File: src/rtl/alu_pkg.sv
// ----------------------------------------------------------------------------
// alu_pkg
// Shared definitions for the pipelined ALU: the 4-bit op code values, the
// controller state encoding, and a helper that identifies the multi-cycle ops.
// No ports (package).
// ----------------------------------------------------------------------------
package alu_pkg;

    // Op codes as seen on the alu_sel bus
    typedef enum logic [3:0] {
        OP_ADD  = 4'd0,
        OP_SUB  = 4'd1,
        OP_MUL  = 4'd2,
        OP_DIV  = 4'd3,
        OP_SHL  = 4'd4,
        OP_SHR  = 4'd5,
        OP_ROTL = 4'd6,
        OP_ROTR = 4'd7,
        OP_AND  = 4'd8,
        OP_OR   = 4'd9,
        OP_XOR  = 4'd10,
        OP_NOR  = 4'd11,
        OP_NAND = 4'd12,
        OP_XNOR = 4'd13,
        OP_GT   = 4'd14,
        OP_EQ   = 4'd15
    } alu_op_e;

    // Controller states
    typedef enum logic [1:0] {
        IDLE = 2'd0,
        CALC = 2'd1,
        DONE = 2'd2
    } alu_state_e;

    // Multiply and divide are the only ops that may take the iterative path
    function automatic logic is_muldiv(input alu_op_e op);
        return (op == OP_MUL) || (op == OP_DIV);
    endfunction

endpackage

File: src/rtl/alu_pipe_if.sv
// ----------------------------------------------------------------------------
// alu_pipe_if
// Handshake bundle between an ALU requester and the alu_pipe block.
//   in_valid/in_ready   : operation handshake (a, b, alu_sel qualified by it)
//   out_valid/out_ready : result handshake (alu_out, carry_out, zero)
// Modports: master = requester side, slave = alu_pipe side.
// ----------------------------------------------------------------------------
interface alu_pipe_if #(
    parameter int WIDTH = 8
);
    logic             in_valid;
    logic             in_ready;
    logic [WIDTH-1:0] a;
    logic [WIDTH-1:0] b;
    logic [3:0]       alu_sel;
    logic             out_valid;
    logic             out_ready;
    logic [WIDTH-1:0] alu_out;
    logic             carry_out;
    logic             zero;

    modport master (
        output in_valid, a, b, alu_sel, out_ready,
        input  in_ready, out_valid, alu_out, carry_out, zero
    );

    modport slave (
        input  in_valid, a, b, alu_sel, out_ready,
        output in_ready, out_valid, alu_out, carry_out, zero
    );

endinterface

File: src/rtl/alu_muldiv.sv
// ----------------------------------------------------------------------------
// alu_muldiv
// Iterative unsigned multiply (shift-add) and divide (restoring), one bit per
// clock, WIDTH iterations per operation. Only instantiated by alu_pipe when
// the ALU_MUL_DIV_EN macro is defined.
// Ports:
//   clk, rst : clock and synchronous active-high reset (aborts any operation)
//   start    : load operands and begin; sampled on the rising edge
//   op       : OP_DIV selects divide, anything else multiplies
//   a, b     : operands (a * b, or a / b)
//   done     : high during the cycle whose rising edge performs the final
//              iteration; result/ovf are valid in that same cycle
//   result   : low product bits, or quotient (all ones on divide by zero)
//   ovf      : product high half nonzero, or divide by zero
// ----------------------------------------------------------------------------
module alu_muldiv
    import alu_pkg::*;
#(
    parameter int WIDTH = 8
) (
    input  logic             clk,
    input  logic             rst,
    input  logic             start,
    input  alu_op_e          op,
    input  logic [WIDTH-1:0] a,
    input  logic [WIDTH-1:0] b,
    output logic             done,
    output logic [WIDTH-1:0] result,
    output logic             ovf
);

    localparam int CW = $clog2(WIDTH);
    localparam logic [CW-1:0] LAST = CW'(WIDTH - 1);

    logic             busy;
    logic [CW-1:0]    cnt;
    logic             is_div;
    logic [WIDTH-1:0] acc_hi;
    logic [WIDTH-1:0] acc_lo;
    logic [WIDTH-1:0] operand;

    logic [WIDTH-1:0] nxt_hi;
    logic [WIDTH-1:0] nxt_lo;
    logic [WIDTH:0]   mul_sum;
    logic [WIDTH:0]   div_shift;

    // One iteration of either algorithm. For multiply acc_hi:acc_lo is the
    // partial product with the multiplier shifting out of acc_lo; for divide
    // acc_hi is the remainder and acc_lo shifts the dividend out while the
    // quotient bits shift in. The remainder is always below the divisor, so
    // the W-bit difference is exact.
    always_comb begin
        mul_sum   = {1'b0, acc_hi} + (acc_lo[0] ? {1'b0, operand} : '0);
        div_shift = {acc_hi, acc_lo[WIDTH-1]};
        nxt_hi    = '0;
        nxt_lo    = '0;
        if (is_div) begin
            if (div_shift >= {1'b0, operand}) begin
                nxt_hi = div_shift[WIDTH-1:0] - operand;
                nxt_lo = {acc_lo[WIDTH-2:0], 1'b1};
            end else begin
                nxt_hi = div_shift[WIDTH-1:0];
                nxt_lo = {acc_lo[WIDTH-2:0], 1'b0};
            end
        end else begin
            nxt_hi = mul_sum[WIDTH:1];
            nxt_lo = {mul_sum[0], acc_lo[WIDTH-1:1]};
        end
    end

    // Results are taken from the post-iteration values so the controller can
    // register them on the same edge as the last iteration. A zero divisor
    // makes every trial subtraction succeed, giving an all-ones quotient.
    assign done   = busy && (cnt == LAST);
    assign result = nxt_lo;
    assign ovf    = is_div ? (operand == '0) : (nxt_hi != '0);

    // Operand load, iteration counter and datapath registers
    always_ff @(posedge clk) begin
        if (rst) begin
            busy    <= 1'b0;
            cnt     <= '0;
            is_div  <= 1'b0;
            acc_hi  <= '0;
            acc_lo  <= '0;
            operand <= '0;
        end else if (start) begin
            busy    <= 1'b1;
            cnt     <= '0;
            is_div  <= (op == OP_DIV);
            acc_hi  <= '0;
            acc_lo  <= (op == OP_DIV) ? a : b;
            operand <= (op == OP_DIV) ? b : a;
        end else if (busy) begin
            acc_hi <= nxt_hi;
            acc_lo <= nxt_lo;
            if (cnt == LAST) begin
                busy <= 1'b0;
                cnt  <= '0;
            end else begin
                cnt <= cnt + CW'(1);
            end
        end
    end

endmodule

File: src/rtl/alu_pipe.sv
// ----------------------------------------------------------------------------
// alu_pipe
// Handshaked ALU with a three-state controller (IDLE, CALC, DONE). Single
// cycle ops return their registered result one cycle after acceptance.
// Multiply/divide use the iterative alu_muldiv unit when the macro
// ALU_MUL_DIV_EN is defined (result WIDTH+1 cycles after acceptance);
// without it they complete in one cycle with alu_out=0 and carry_out=1.
// Ports:
//   clk  : clock, rising edge
//   rst  : synchronous active-high reset; aborts any operation in flight
//   bus  : alu_pipe_if slave modport (operation in, result out)
// ----------------------------------------------------------------------------
module alu_pipe
    import alu_pkg::*;
#(
    parameter int WIDTH = 8
) (
    input logic        clk,
    input logic        rst,
    alu_pipe_if.slave  bus
);

    alu_state_e       state;
    logic             in_ready_q;
    logic             out_valid_q;
    logic [WIDTH-1:0] alu_out_q;
    logic             carry_q;
    logic             zero_q;

    alu_op_e          sel;
    logic             accept;
    logic [WIDTH:0]   add_ext;
    logic [WIDTH-1:0] comb_res;
    logic             comb_carry;

    assign sel    = alu_op_e'(bus.alu_sel);
    assign accept = bus.in_valid && in_ready_q;

    assign bus.in_ready  = in_ready_q;
    assign bus.out_valid = out_valid_q;
    assign bus.alu_out   = alu_out_q;
    assign bus.carry_out = carry_q;
    assign bus.zero      = zero_q;

    // Single-cycle result and flag, computed straight from the bus so that
    // registering them on the accepting edge captures the operands.
    // Multiply/divide fall through to the "not available" answer, which is
    // only used when the iterative unit is not built.
    always_comb begin
        add_ext    = {1'b0, bus.a} + {1'b0, bus.b};
        comb_res   = '0;
        comb_carry = 1'b0;
        case (sel)
            OP_ADD: begin
                comb_res   = add_ext[WIDTH-1:0];
                comb_carry = add_ext[WIDTH];
            end
            OP_SUB: begin
                comb_res   = bus.a - bus.b;
                comb_carry = (bus.a < bus.b);
            end
            OP_MUL, OP_DIV: begin
                comb_res   = '0;
                comb_carry = 1'b1;
            end
            OP_SHL: begin
                comb_res   = {bus.a[WIDTH-2:0], 1'b0};
                comb_carry = bus.a[WIDTH-1];
            end
            OP_SHR: begin
                comb_res   = {1'b0, bus.a[WIDTH-1:1]};
                comb_carry = bus.a[0];
            end
            OP_ROTL: comb_res = {bus.a[WIDTH-2:0], bus.a[WIDTH-1]};
            OP_ROTR: comb_res = {bus.a[0], bus.a[WIDTH-1:1]};
            OP_AND:  comb_res = bus.a & bus.b;
            OP_OR:   comb_res = bus.a | bus.b;
            OP_XOR:  comb_res = bus.a ^ bus.b;
            OP_NOR:  comb_res = ~(bus.a | bus.b);
            OP_NAND: comb_res = ~(bus.a & bus.b);
            OP_XNOR: comb_res = ~(bus.a ^ bus.b);
            OP_GT:   comb_res = {{(WIDTH-1){1'b0}}, (bus.a > bus.b)};
            OP_EQ:   comb_res = {{(WIDTH-1){1'b0}}, (bus.a == bus.b)};
            default: begin
                comb_res   = '0;
                comb_carry = 1'b0;
            end
        endcase
    end

`ifdef ALU_MUL_DIV_EN
    logic             md_start;
    logic             md_done;
    logic             md_ovf;
    logic [WIDTH-1:0] md_result;

    assign md_start = accept && is_muldiv(sel);

    alu_muldiv #(
        .WIDTH (WIDTH)
    ) u_muldiv (
        .clk    (clk),
        .rst    (rst),
        .start  (md_start),
        .op     (sel),
        .a      (bus.a),
        .b      (bus.b),
        .done   (md_done),
        .result (md_result),
        .ovf    (md_ovf)
    );
`endif

    // Controller: accepts in IDLE, waits for the iterative unit in CALC and
    // holds the registered result in DONE until the consumer takes it.
    // in_ready and out_valid are registered alongside the state.
    always_ff @(posedge clk) begin
        if (rst) begin
            state       <= IDLE;
            in_ready_q  <= 1'b1;
            out_valid_q <= 1'b0;
            alu_out_q   <= '0;
            carry_q     <= 1'b0;
            zero_q      <= 1'b0;
        end else begin
            case (state)
                IDLE: begin
                    if (accept) begin
                        in_ready_q <= 1'b0;
`ifdef ALU_MUL_DIV_EN
                        if (is_muldiv(sel)) begin
                            state <= CALC;
                        end else begin
                            state       <= DONE;
                            out_valid_q <= 1'b1;
                            alu_out_q   <= comb_res;
                            carry_q     <= comb_carry;
                            zero_q      <= (comb_res == '0);
                        end
`else
                        state       <= DONE;
                        out_valid_q <= 1'b1;
                        alu_out_q   <= comb_res;
                        carry_q     <= comb_carry;
                        zero_q      <= (comb_res == '0);
`endif
                    end
                end
                CALC: begin
`ifdef ALU_MUL_DIV_EN
                    if (md_done) begin
                        state       <= DONE;
                        out_valid_q <= 1'b1;
                        alu_out_q   <= md_result;
                        carry_q     <= md_ovf;
                        zero_q      <= (md_result == '0);
                    end
`else
                    state      <= IDLE;
                    in_ready_q <= 1'b1;
`endif
                end
                DONE: begin
                    if (bus.out_ready) begin
                        state       <= IDLE;
                        out_valid_q <= 1'b0;
                        in_ready_q  <= 1'b1;
                    end
                end
                default: begin
                    state       <= IDLE;
                    in_ready_q  <= 1'b1;
                    out_valid_q <= 1'b0;
                end
            endcase
        end
    end

endmodule

File: src/flat_wrapper.sv
// flat-port wrapper written by rule: the top's interface ports become plain ports
module alu_pipe_flat import alu_pkg::*;
#(
    parameter int WIDTH = 8
)
  (clk, rst, bus_in_valid, bus_a, bus_b, bus_alu_sel, bus_out_ready, bus_in_ready, bus_out_valid, bus_alu_out, bus_carry_out, bus_zero);
  alu_pipe_if #(.WIDTH(WIDTH)) bus_i ();
  input logic clk;
  input logic rst;
  input wire logic [$bits(bus_i.in_valid)-1:0] bus_in_valid;
  input wire logic [$bits(bus_i.a)-1:0] bus_a;
  input wire logic [$bits(bus_i.b)-1:0] bus_b;
  input wire logic [$bits(bus_i.alu_sel)-1:0] bus_alu_sel;
  input wire logic [$bits(bus_i.out_ready)-1:0] bus_out_ready;
  output wire logic [$bits(bus_i.in_ready)-1:0] bus_in_ready;
  output wire logic [$bits(bus_i.out_valid)-1:0] bus_out_valid;
  output wire logic [$bits(bus_i.alu_out)-1:0] bus_alu_out;
  output wire logic [$bits(bus_i.carry_out)-1:0] bus_carry_out;
  output wire logic [$bits(bus_i.zero)-1:0] bus_zero;
  assign bus_i.in_valid = bus_in_valid;
  assign bus_i.a = bus_a;
  assign bus_i.b = bus_b;
  assign bus_i.alu_sel = bus_alu_sel;
  assign bus_i.out_ready = bus_out_ready;
  assign bus_in_ready = bus_i.in_ready;
  assign bus_out_valid = bus_i.out_valid;
  assign bus_alu_out = bus_i.alu_out;
  assign bus_carry_out = bus_i.carry_out;
  assign bus_zero = bus_i.zero;
  alu_pipe #(.WIDTH(WIDTH)) u_core (.clk(clk), .rst(rst), .bus(bus_i));
endmodule
File: config.mk
export PLATFORM = sky130hd
export DESIGN_NAME = alu_pipe_flat
export DESIGN_NICKNAME = d
export VERILOG_FILES = /design/src/rtl/alu_pkg.sv /design/src/rtl/alu_pipe_if.sv /design/src/rtl/alu_muldiv.sv /design/src/rtl/alu_pipe.sv /design/src/flat_wrapper.sv
export SDC_FILE = /design/constraint.sdc
export NUM_CORES = 1
export LEC_CHECK = 0
export CAP_MARGIN = 20
export CORE_MARGIN = 2
export CORE_UTILIZATION = 55
export CTS_CLUSTER_DIAMETER = 50
export CTS_CLUSTER_SIZE = 8
export DETAILED_ROUTE_END_ITERATION = 16
export GPL_ROUTABILITY_DRIVEN = 0
export GPL_TIMING_DRIVEN = 0
export MAX_ROUTING_LAYER = met4
export PLACE_DENSITY = 0.82
export SLEW_MARGIN = 20
export SYNTH_ARGS = -nofsm -noshare
export SYNTH_HDL_FRONTEND = slang
export SYNTH_SLANG_ARGS = --single-unit
File: constraint.sdc
create_clock -name clk -period 3.05 [get_ports clk]
set_clock_uncertainty 0.1 [all_clocks]
set_input_delay 0.7625 -clock clk [delete_from_list [all_inputs] [get_ports clk]]
set_output_delay 0.7625 -clock clk [all_outputs]
set_load 0.01 [all_outputs]
==> results of run 1 <==
==> sequential cells by signal, indices dropped and copies added, names as in the netlist <==
| register | cells |
|---|---|
| u_core.bus.carry_out | 1 |
| u_core.bus.zero | 1 |
| u_core.bus.alu_out | 8 |
| u_core.bus.in_ready | 1 |
| u_core.state | 1 |
==> metal layers <==
layer	up-vias	wire length, um	GRT usage
li1	1264	-	-
met1	1252	2980	0.436
met2	247	3360	0.511
met3	57	880	0.0559
met4	0	429	0.158
met5	-	0	-
==> worst register-to-register path, stage by stage, from the launching register on <==
cell	delay [ps]
dfxtp_1	350
nand2_1	70
nor2_1	560
nand2_1	140
nor4_2	290
nand4_1	220
o32ai_2	250
==> worst paths after layout <==
check                   startpoint                     to  slack [ps]  depth (start not counted)
max                       bus_b[4]        u_core.bus.zero           2                         10
min          u_core.bus.alu_out[3]  u_core.bus.alu_out[3]         360                          2
max reg2reg    u_core.bus.in_ready        u_core.bus.zero         970                          6
min reg2reg  u_core.bus.alu_out[3]  u_core.bus.alu_out[3]         360                          2
==> power groups by stage <==
stage          sequential (mW)  combinational (mW)  clock (mW)
6_report                 0.178               0.484       0.170
5_1_grt                  0.179               0.518       0.181
4_1_cts                  0.177               0.439       0.176
3_5_place_dp             0.180               0.389           0
3_3_place_gp             0.180               0.383           0
2_1_floorplan            0.186               0.252           0
==> through the flow <==
step / cells / util
finish: 411 / 0.768
global route: 411 / 0.768
CTS: 404 / 0.735
detailed placement: 396 / 0.668
global placement: 396 / 0.668
floorplan: 312 / -
==> synth_stat cells, types with 2 or more instances <==
master	n
xor2_1	2
nor2b_1	8
a311oi_1	4
mux2i_1	8
inv_1	26
ha_1	24
o22ai_1	5
o21ai_1	6
and3_1	6
o21ba_2	2
nand4_1	2
o32ai_1	3
or3b_1	2
o211ai_1	2
clkbuf_1	10
o31ai_1	5
a32oi_1	2
a31oi_1	2
o21bai_1	3
o21ai_0	5
nor3_1	9
a211oi_1	9
a21o_1	7
nor4_1	6
nor2_1	20
buf_2	11
o31a_1	2
dfxtp_1	12
or4_1	2
o311ai_1	3
a32o_1	3
a21oi_1	22
or3_1	4
nand2_1	23
o221ai_1	3
and2_1	4
nand3b_1	3
fa_1	2
o21a_1	3
inv_2	2
nand2b_1	9
nand3_1	5
==> timing repair <==
item	in CTS	in global routing
pin swaps	14	13
setup buffers	4	8
gates resized for setup	50	34
cloned	1	0
endpoints found under the setup margin	7	5
==> cell type report <==
cell class | count | area, um2
repair buffers | 47 | 422
inverters | 28 | 108
plain buffers | 20 | 148
flip-flops and latches | 12 | 240
multi-input cells | 250 | 2020
clock buffers | 4 | 55.1
fillers | 284 | 921
well taps | 50 | 62.6
==> cells by family (layout without fill, tap and decap cells) <==
family          Yosys count  in the layout  synth area share
compound gates          104            104             0.344
fa+ha+maj                26             26             0.151
xor+xnor                  3              3            0.0117
mux                       9              9            0.0406
flops                    12             12             0.107
simple gates            108            108             0.255
buf+inv                  50             99            0.0912
==> run_results.csv, run 1 <==
group,metric,value,unit
synth,synth_seq_cells,12,
setup_path,crit_slowest_cell,"clkdlybuf4s50_1",
route,first_iter_violations,489,
synth,synth.avg_cell_area,7.21,um2
setup_path,critPathTopFamily,"compound AO/OA/AOI/OAI gates",
setup_path,crit_path_max_incr_delay,500,ps
route,wl_per_cell,18.6,um
sta,max_slew.worst_pin.slew,728,ps
power,power.share.combinational,0.582,
synth,ys_seq_area_frac,0.107,
cells_and_area,n_antenna_cell,0,
route,firstDrtPassIters,5,
cts,clk_latency,240,ps
grt,overflow,0,
cells_and_area,layout_commonest_cell,"nand2_1",
cts,clock_path_buffers,2,
synth,yosysTopAreaCellShare,0.133,
run_status,status,"completed",
grt,antenna_found_initial,0,
power,p_int,0.503,mW
grt,grt_max_degree,11,
sta,clock.fmax,328,MHz
sta,hold_viol_final,0,
sta,tns,0,ps
place,io_buffers,34,
setup_path,crit_path_end_kind,"flip-flop",
cells_and_area,final_cell_mix,"23 x nand2_1, 22 x a21oi_1, 21 x inv_1, 21 x clkdlybuf4s50_1, 18 x nor2_1",
route,vias,2820,
power,total_power,0.832,mW
power,ir_drop,0.259,mV
power,p_switching,0.329,mW
synth,synth_ff_type,"dfxtp_1",
grt,first_global_vias,2441,
setup_path,path_class,"in -> reg",
sta,fin_crit,3050,ps
setup_path,worstPathCellList,"clkdlybuf4s50_1 > inv_1 > ha_4 > buf_4 > a221oi_4 > and3_1 > a311oi_1 > o21ai_1 > nand4_1 > o32ai_2",
power,leakagePower,1.30,nW
cts,cts_hold_buf,0,
place,place_area,2650,um2
sta,drv_slew,0,
power,swShare,0.396,
synth,synthArstFlopShare,0,
setup_path,cp_max_fo,5,
cells_and_area,drive_above_1_share,0.222,
cells_and_area,fin_nets,412,
sta,worst_slack,2.19,ps
die,die_w,68.0,um
cts,clkTransAtPathRegs,50,ps
place,dp_hpwl,5290,um
die,coreArea,3970,um2
sta,period_share,0.999,
power,seqPwrFrac,0.214,
route,drtAntennaViolNets,0,
power,power_density,273,nW/um2
run,maxCapViolCount,0,
synth,yosys.area.top_type,"ha_1",
die,start_util,0.567,
cells_and_area,areaGrowthSynthToFinish,35.5,%
route,routed_wl,7650,um
die,io-pin-count,36,
sta,whs,356,ps
cts,htree_levels,1,
die,rows,23,
setup_path,cp_num_buf_inv,3,
cts,cts-root-buf,"clkbuf_8",
cells_and_area,post-route-cell-area,3050,um2
route,avgViaCountPerCell,6.86,
grt,grt_pass1_wl,11500,um
sta,max_slew_margin,0.513,
synth,yosysUniqueCellTypes,63,
synth,netlist_area,2250,um2
die,die_area,4620,um2
synth,syn_inst,312,
setup_path,critPathLaunchType,"input pin",
setup_path,worst-endpoint-required,3100,ps
synth,synth_edf_count,0,
synth,synth_fp_nets,362,
cts,tritoncts,"built",
cts,numCtsBuffers,3,
die,die_h,68.0,um
sta,setup_viol,0,
place,pre_cts_ws,-752,ps
power,pwr-share-clk,0.204,
synth,yosys_warnings,0,
hold_path,hp-class,"reg -> reg",
synth,synthTopCellsByArea,"ha_1 13%, dfxtp_1 11%, a21oi_1 4.9%, inv_1 4.3%, nand2_1 3.8%",
cts,clock_sinks,12,
grt,grt_use_total,0.337,
route,route.detailed.drc,0,
setup_path,critPathArrivalTime,3100,ps
sta,rsz0062_at_grt,"true",
Note: power is estimated with default switching activity, not from simulation.
==> inputs of run 2 (changes only) <==
--- a/constraint.sdc
+++ b/constraint.sdc
@@ -4,2 +4,2 @@
 set_output_delay 0.7625 -clock clk [all_outputs]
-set_load 0.01 [all_outputs]
+set_load 0.02 [all_outputs]
==> results of run 2 <==
The final DEF is identical to that of run 1. Status: completed.
Among the figures that moved: total power 0.832 mW -> 0.842 mW; worst IR drop on VDD 0.259 mV -> 0.264 mV
==> inputs of run 3 (changes only) <==
CORE_MARGIN = unset   (was 2)
MAX_ROUTING_LAYER = unset   (was met4)
==> run 3 against run 2 <==
Against the previous run: the flow now finishes with violations (negative setup slack); sequential cell count is the same; power up 2.1%; critical path depth is 1 higher; final area rose by 0.37%.
==> run_results.csv, run 3 (same netlist as run 1, synthesis figures left out) <==
group,metric,value,unit
run_status,status,"finished, violations left",
run_status,violations,"negative setup slack",
cts,numCtsBuffers,3,
power,seqPwrFrac,0.206,
sta,rsz0062_at_grt,"true",
sta,max_slew.worst_pin.slew,633,ps
sta,setup_viol,1,
die,die_h,66.0,um
setup_path,cp_max_fo,10,
cts,clk_latency,240,ps
cts,clock_path_buffers,2,
power,leakagePower,1.28,nW
cells_and_area,fin_nets,410,
die,rows,22,
route,drtAntennaViolNets,0,
route,first_iter_violations,352,
grt,grt_use_total,0.352,
sta,worst_slack,-61.5,ps
sta,max_slew_margin,0.577,
grt,first_global_vias,2510,
grt,grt_pass1_wl,12000,um
die,io-pin-count,36,
sta,tns,-61.5,ps
setup_path,critPathArrivalTime,3160,ps
setup_path,worst-endpoint-required,3100,ps
cts,clkTransAtPathRegs,50,ps
cells_and_area,final_cell_mix,"23 x nand2_1, 22 x clkdlybuf4s50_1, 21 x a21oi_1, 20 x inv_1, 18 x nor2_1",
setup_path,cp_num_buf_inv,3,
cts,tritoncts,"built",
sta,clock.fmax,321,MHz
route,vias,2803,
die,die_area,4350,um2
cts,cts_hold_buf,0,
place,io_buffers,34,
cells_and_area,n_antenna_cell,0,
power,power_density,281,nW/um2
power,p_int,0.505,mW
place,dp_hpwl,5310,um
place,pre_cts_ws,-775,ps
grt,antenna_found_initial,0,
setup_path,crit_slowest_cell,"or3_4",
sta,fin_crit,3110,ps
power,ir_drop,0.384,mV
cells_and_area,drive_above_1_share,0.228,
sta,hold_viol_final,0,
route,firstDrtPassIters,5,
setup_path,crit_path_end_kind,"flip-flop",
cts,cts-root-buf,"clkbuf_8",
die,start_util,0.593,
setup_path,crit_path_max_incr_delay,430,ps
power,total_power,0.860,mW
route,wl_per_cell,19.5,um
power,swShare,0.412,
die,die_w,66.0,um
sta,drv_slew,0,
grt,overflow,0,
setup_path,path_class,"in -> reg",
power,power.share.combinational,0.591,
cells_and_area,areaGrowthSynthToFinish,36.0,%
setup_path,critPathTopFamily,"simple AND/OR/NAND/NOR gates",
power,p_switching,0.354,mW
hold_path,hp-class,"reg -> reg",
cells_and_area,largest_register_ffs,8,
setup_path,worstPathCellList,"clkdlybuf4s15_1 > inv_1 > ha_4 > clkbuf_8 > or3_4 > and3_1 > nor2_1 > o211ai_1 > nand3_1 > nand4_1 > o32ai_2",
route,routed_wl,7950,um
route,route.detailed.drc,0,
cts,htree_levels,1,
setup_path,ff2ff_setup_slack,1080,ps
power,pwr-share-clk,0.203,
cells_and_area,layout_commonest_cell,"nand2_1",
route,avgViaCountPerCell,6.89,
run,maxCapViolCount,0,
grt,grt_max_degree,11,
sta,period_share,1.02,
die,coreArea,3800,um2
cts,clock_sinks,12,
setup_path,critPathLaunchType,"input pin",
==> run 3: timing repair <==
| action | 4_1_cts | 5_1_grt |
|---|---|---|
| resized for setup | 58 | 25 |
| pin swaps | 15 | 8 |
| setup buffers | 7 | 4 |
| setup endpoints to repair | 7 | 7 |
==> run 3: final cells by class <==
class	instances	area, um2
Clock buffer	4	55.1
Fill cell	274	737
Sequential cell	12	240
Inverter	28	108
Tap cell	48	60.1
Timing Repair Buffer	45	413
Multi-Input combinational cell	250	2050
Buffer	20	139
==> run 3: worst reg2reg max path, delay by kind of cell, from the launching register on <==
family | cells | cell delay [ps]
compound gates | 1 | 270
simple gates | 5 | 1150
flops | 1 | 360
==> run 3: final timing paths <==
kind,startpoint,endpoint,depth (start not counted)
worst max-delay path,bus_a[2],u_core.bus.zero,11
worst min-delay path,u_core.bus.alu_out[3],u_core.bus.alu_out[3],2
worst max register to register,u_core.bus.in_ready,u_core.bus.zero,6
worst min register to register,u_core.bus.alu_out[3],u_core.bus.alu_out[3],2
==> run 3: stage by stage <==
stage | utilization | std cells | cell area, um2 | hold WS [ps]
2_1_floorplan | - | 312 | 2250 | 435
3_3_place_gp | 0.698 | 394 | 2650 | 343
3_5_place_dp | 0.698 | 394 | 2650 | 353
4_1_cts | 0.778 | 403 | 2960 | 366
5_1_grt | 0.806 | 407 | 3060 | 402
6_report | 0.806 | 407 | 3060 | 367
==> run 3: power groups by stage <==
stage	Clock (mW)	Sequential (mW)	Combinational (mW)
after floorplan	0	0.196	0.252
after detailed placement	0	0.181	0.401
after global routing	0.186	0.179	0.536
after global placement	0	0.180	0.394
final	0.174	0.177	0.508
after CTS	0.175	0.177	0.457
==> run 3: per-layer routing <==
| layer | vias to the layer above | global-route usage | share of wire |
|---|---|---|---|
| met5 | - | 0 | 0 |
| met4 | 0 | 0.144 | 0.036 |
| met3 | 46 | 0.0500 | 0.091 |
| met2 | 212 | 0.574 | 0.47 |
| met1 | 1292 | 0.461 | 0.41 |
| li1 | 1253 | - | - |
